$ cat src/rtl/alu_fifo_pkg.sv
// Shared defaults and the packed operand-pair type for the operand split FIFO.
package alu_fifo_pkg;

  localparam int unsigned DataInWidth = 8;
  localparam int unsigned Depth       = 4;

  // Operand B sits in the high half, operand A in the low half.
  typedef struct packed {
    logic [DataInWidth-1:0] b;
    logic [DataInWidth-1:0] a;
  } operand_pair_t;

endpackage

$ cat src/rtl/split_branch_fifo.sv
// One first-word-fall-through branch FIFO with wrap-bit pointers and an occupancy count.
module split_branch_fifo #(
  parameter int unsigned WIDTH = 8,
  parameter int unsigned DEPTH = 4,
  localparam int unsigned PtrW = $clog2(DEPTH) + 1
) (
  input  logic             clk_i,
  input  logic             arst_n,
  input  logic             push,
  input  logic [WIDTH-1:0] push_data,
  output logic [WIDTH-1:0] pop_data,
  output logic             pop_valid,
  input  logic             pop_ready,
  output logic [PtrW-1:0]  count
);

  logic [WIDTH-1:0] mem_q [DEPTH];
  logic [PtrW-1:0]  wr_ptr_q, wr_ptr_d;
  logic [PtrW-1:0]  rd_ptr_q, rd_ptr_d;
  logic             full, empty, do_push, do_pop;

  assign empty = (wr_ptr_q == rd_ptr_q);
  assign full  = (wr_ptr_q[PtrW-2:0] == rd_ptr_q[PtrW-2:0]) &&
                 (wr_ptr_q[PtrW-1] != rd_ptr_q[PtrW-1]);

  // A full branch never takes a word, even when it pops in the same cycle.
  assign do_push = push && !full;
  assign do_pop  = pop_ready && !empty;

  always_comb begin
    wr_ptr_d = wr_ptr_q;
    rd_ptr_d = rd_ptr_q;
    if (do_push) wr_ptr_d = wr_ptr_q + PtrW'(1);
    if (do_pop)  rd_ptr_d = rd_ptr_q + PtrW'(1);
  end

  always_ff @(posedge clk_i or negedge arst_n) begin
    if (!arst_n) begin
      wr_ptr_q <= '0;
      rd_ptr_q <= '0;
    end else begin
      wr_ptr_q <= wr_ptr_d;
      rd_ptr_q <= rd_ptr_d;
    end
  end

  // Storage is not reset; pointers alone define what is valid.
  always_ff @(posedge clk_i) begin
    if (do_push) mem_q[wr_ptr_q[PtrW-2:0]] <= push_data;
  end

  assign pop_data  = mem_q[rd_ptr_q[PtrW-2:0]];
  assign pop_valid = !empty;
  assign count     = wr_ptr_q - rd_ptr_q;

endmodule

$ cat src/rtl/operand_split_fifo.sv
// Splits each accepted operand pair into two independently drained branch FIFOs.
module operand_split_fifo
  import alu_fifo_pkg::*;
#(
  parameter int unsigned DATA_IN_WIDTH = DataInWidth,
  parameter int unsigned DEPTH         = Depth,
  localparam int unsigned CntW         = $clog2(DEPTH) + 1
) (
  input  logic                       clk_i,
  input  logic                       arst_n,
  input  logic [2*DATA_IN_WIDTH-1:0] in_data,
  input  logic                       in_valid,
  output logic                       in_ready,
  output logic [DATA_IN_WIDTH-1:0]   out_a,
  output logic                       out_a_valid,
  input  logic                       out_a_ready,
  output logic [DATA_IN_WIDTH-1:0]   out_b,
  output logic                       out_b_valid,
  input  logic                       out_b_ready,
  output logic [CntW-1:0]            a_count,
  output logic [CntW-1:0]            b_count
);

  localparam logic [CntW-1:0] FullCount = CntW'(DEPTH);

  logic push;

  // Both halves must have room so a pair is never split across cycles.
  assign in_ready = (a_count < FullCount) && (b_count < FullCount);
  assign push     = in_valid && in_ready;

  split_branch_fifo #(
    .WIDTH (DATA_IN_WIDTH),
    .DEPTH (DEPTH)
  ) u_branch_a (
    .clk_i     (clk_i),
    .arst_n    (arst_n),
    .push      (push),
    .push_data (in_data[DATA_IN_WIDTH-1:0]),
    .pop_data  (out_a),
    .pop_valid (out_a_valid),
    .pop_ready (out_a_ready),
    .count     (a_count)
  );

  split_branch_fifo #(
    .WIDTH (DATA_IN_WIDTH),
    .DEPTH (DEPTH)
  ) u_branch_b (
    .clk_i     (clk_i),
    .arst_n    (arst_n),
    .push      (push),
    .push_data (in_data[2*DATA_IN_WIDTH-1:DATA_IN_WIDTH]),
    .pop_data  (out_b),
    .pop_valid (out_b_valid),
    .pop_ready (out_b_ready),
    .count     (b_count)
  );

endmodule

$ cat config.mk
export PLATFORM = sky130hd
export DESIGN_NAME = operand_split_fifo
export DESIGN_NICKNAME = d
export VERILOG_FILES = /design/src/rtl/alu_fifo_pkg.sv /design/src/rtl/split_branch_fifo.sv /design/src/rtl/operand_split_fifo.sv
export SDC_FILE = /design/constraint.sdc
export NUM_CORES = 1
export LEC_CHECK = 0
export CORE_ASPECT_RATIO = 1.25
export CORE_MARGIN = 10
export CORE_UTILIZATION = 58
export CTS_CLUSTER_SIZE = 10
export DETAILED_ROUTE_END_ITERATION = 8
export GPL_TIMING_DRIVEN = 0
export PLACE_DENSITY = 0.93
export SETUP_SLACK_MARGIN = 0.1
export SLEW_MARGIN = 20
export SYNTH_ARGS = -nofsm -noshare
export SYNTH_HDL_FRONTEND = slang
export SYNTH_SLANG_ARGS = --single-unit
$ cat constraint.sdc
create_clock -name clk_i -period 4.1 [get_ports clk_i]
set_input_delay 0.615 -clock clk_i [delete_from_list [all_inputs] [get_ports clk_i]]
set_output_delay 0.615 -clock clk_i [all_outputs]
set_load 0.02 [all_outputs]
==> metrics.md <==
| Metric | Value |
|---|---|
| Share of layout cells above drive strength 1 | `between 20% and 30%` |
| Die Area | `9020 um^2` |
| Area growth from synthesis to layout | `23.8%` |
| Routed Antenna Nets | `0` |
| Synth top area cells | `edfxtp_1 (59%), mux4_2 (11%), dfrtp_1 (9.2%), ha_1 (5.4%), a2111oi_4 (2.5%)` |
| Delay-heaviest family, CP | `buffers and inverters` |
| Initial DRT Pass Iterations | `4` |
| Required time worst endpoint | `about 3500 ps` |
| Total power | `3680 uW` |
| Final setup fails | `0` |
| # rows | `30` |
| CTS Hold Bufs | `0` |
| Vias in the first global route | `between 1.5k and 2k` |
| Commonest non-fill, non-tap cell in the layout | `edfxtp_1` |
| Area after DPL | `3790 um^2` |
| Clock Sinks | `between 70 and 80` |
| Number of max-slew violations in the final report | `0` |
| Fin. Hold Viols | `0` |
| # nets final | `around 260` |
| Final hold slack | `531 ps` |
| H-tree levels | `3` |
| First-pass GRT wire length | `a little under 10 mm` |
| Number of remaining DRC errors | `0` |
| Largest area contributor in the netlist | `edfxtp_1` |
| HPWL Detailed | `between 4 and 5 mm` |
| RSZ-0062 raised after global routing | `no` |
| Sequential-to-total area share from yosys stat | `between 60% and 70%` |
| Drt initial violations | `119` |
| Fmax | `just over 0.3 GHz` |
| Setup tns final | `0 ps` |
| Fin crit period | `about 3200 ps` |
| GPL Wtd Cong | `~0.70` |
| CP Capture Type | `output port` |
| Leak | `~0.0014 uW` |
| DIE HEIGHT | `approximately 100 um` |
| Slowest Stage Delay on Critical Path | `between 600 and 700 ps` |
| Num CTS Buffers | `9` |
| Final WL | `about 6.2 mm` |
| Worst rel slew slack | `45.6%` |
| Most frequent cells in the layout | `edfxtp_1 (64), clkdlybuf4s50_1 (45), mux4_2 (16)` |
| Root Driver | `clkbuf_8` |
| Synth Net Count | `between 150 and 200` |
| Flops & latches, synth | `76` |
| Max_cap viols | `0` |
| Fillers | `320` |
| Status | `finished, final reports clean` |
| Clock Pin Slew Worst Setup and Hold Paths | `about 80 ps` |
| Finished Cell Area | `roughly 4000 um^2` |
| Synth top area share | `59.1%` |
| Post-CTS sizing | `0` |
| Starting density of the core | `roughly 60%` |
| Critical-path top delay cell | `clkdlybuf4s50_1` |
| Initial antenna violation count | `0` |
| Final Cycle Share | `just under 80%` |
| Largest buffer count on any clock path | `2` |
| Core ar. | `5440 um^2` |
| Worst-Margin Slew | `between 800 and 900 ps` |
| Syn Inst Count | `between 150 and 200` |
| Worst path cell trace | `clkbuf_1 -> inv_1 -> ha_1 -> and2_2 -> nand2b_1 -> clkdlybuf4s50_1` |
| Grt ovf | `0` |
| WL/cell | `between 20 and 25 um` |
| WS Path Type | `reg -> out` |
| Peak fanout along the critical path | `10` |
| Ys Warns | `0` |
| Io pins | `46` |
| Bufs and invs on worst path | `3` |
| CTS tree | `built` |
| Antenna cells | `0` |
| Clk_skew | `7.36 ps` |
| P per Cell Area | `915 nW/um^2` |
| CP startpoint kind | `flop` |
| All-Layer GR Usage | `roughly 14%` |
| Largest net degree at the start of global routing | `16` |
| Distinct cell type count after synthesis | `22` |
| Post-CTS setup buffer count | `0` |
| Port Buffers | `45` |
| Routed vias/inst | `5.64` |
| Worst min path class | `reg -> reg` |
| Max IR drop VDD | `about 860 uV` |
| CP arrival | `roughly 2600 ps` |
| Mapped cell area | `around 3300 um^2` |
| Die width | `87.0 um` |
| Clock latency reported for the late side of the worst-skew pair | `340 ps` |
| Vias | `~1.6k` |
| Avg Synthesized Cell Area | `20.1 um^2` |
-- layer usage --
| layer | global-route usage (%) | share of wire (%) | vias up |
|---|---|---|---|
| met3 | 5.33 | 7.0 | 12 |
| met5 | 0 | 0 | - |
| li1 | - | - | 735 |
| met1 | 15.1 | 37 | 812 |
| met2 | 24.3 | 54 | 60 |
| met4 | 5.92 | 2.4 | 0 |
-- worst paths after layout --
kind | start | to | slack, ps | depth (start not counted)
setup / recovery | u_branch_a.rd_ptr_q[1] | out_a_valid | 880 | 6
hold / removal | u_branch_b.rd_ptr_q[2] | u_branch_b.rd_ptr_q[2] | 530 | 1
setup reg to reg | u_branch_a.rd_ptr_q[1] | u_branch_a.mem_q[1][5] | 1190 | 6
hold reg to reg | u_branch_b.rd_ptr_q[2] | u_branch_b.rd_ptr_q[2] | 530 | 1
max in group asynchronous | arst_n | u_branch_b.rd_ptr_q[0] | 3080 | 1
min in group asynchronous | arst_n | u_branch_a.rd_ptr_q[1] | 640 | 1
-- layout make-up --
class / count / area [um^2] / area share (%)
Buffer: 4 / 17.5 / 0.435
Tap cell: 64 / 80.1 / 1.99
Clock inverter: 7 / 106 / 2.64
Clock buffer: 9 / 124 / 3.08
Multi-Input combinational cell: 71 / 983 / 24.4
Timing Repair Buffer: 45 / 450 / 11.2
Sequential cell: 76 / 2220 / 55.2
Inverter: 11 / 41.3 / 1.03
-- cell usage after synthesis --
cell type	number
ha_1	14
fa_1	2
a2111oi_4	3
and2_2	1
inv_1	11
dfrtp_1	12
o21ai_1	2
clkbuf_1	2
edfxtp_1	64
nor2_1	1
mux4_2	16
o211ai_1	2
buf_2	2
nand2_1	4
a2111oi_2	1
xnor2_1	6
xor3_2	2
nand2b_1	2
xor2_1	4
mux2_4	2
and2_1	7
mux2_2	2
-- cell families after synthesis --
logic type      count (synthesis)  share of synthesized area [%]
flops                          76                           68.3
compound gates                  8                           3.77
buf+inv                        15                           1.81
fa+ha+maj                      16                           6.62
xor+xnor                       12                           4.23
mux                            20                           12.7
simple gates                   15                           2.54
-- power by group --
part / total (uW) / switching (uW) / internal, uW / leakage (uW)
Combinational: 1900 / 1030 / 872 / 0.000602
Sequential: 1140 / 98.3 / 1040 / 0.000719
Clock: 642 / 289 / 353 / 0.000116
Total: 3680 / 1420 / 2260 / 0.00144
-- flip-flops by register name, summed over array words and instances (netlist names) --
name,count
u_branch_a.mem_q,32
u_branch_a.rd_ptr_q,3
u_branch_a.wr_ptr_q,3
u_branch_b.mem_q,32
u_branch_b.rd_ptr_q,3
u_branch_b.wr_ptr_q,3
-- through the flow --
step / setup slack (ps) / instances / utilization [%]
after CTS: 857 / 287 / 74.0
final: 883 / 287 / 74.0
after global placement: 1030 / 271 / 69.5
after detailed placement: 1190 / 271 / 69.7
after global routing: 729 / 287 / 74.0
after floorplan: 1550 / 162 / -
Note: power is estimated with default switching activity, not from simulation.
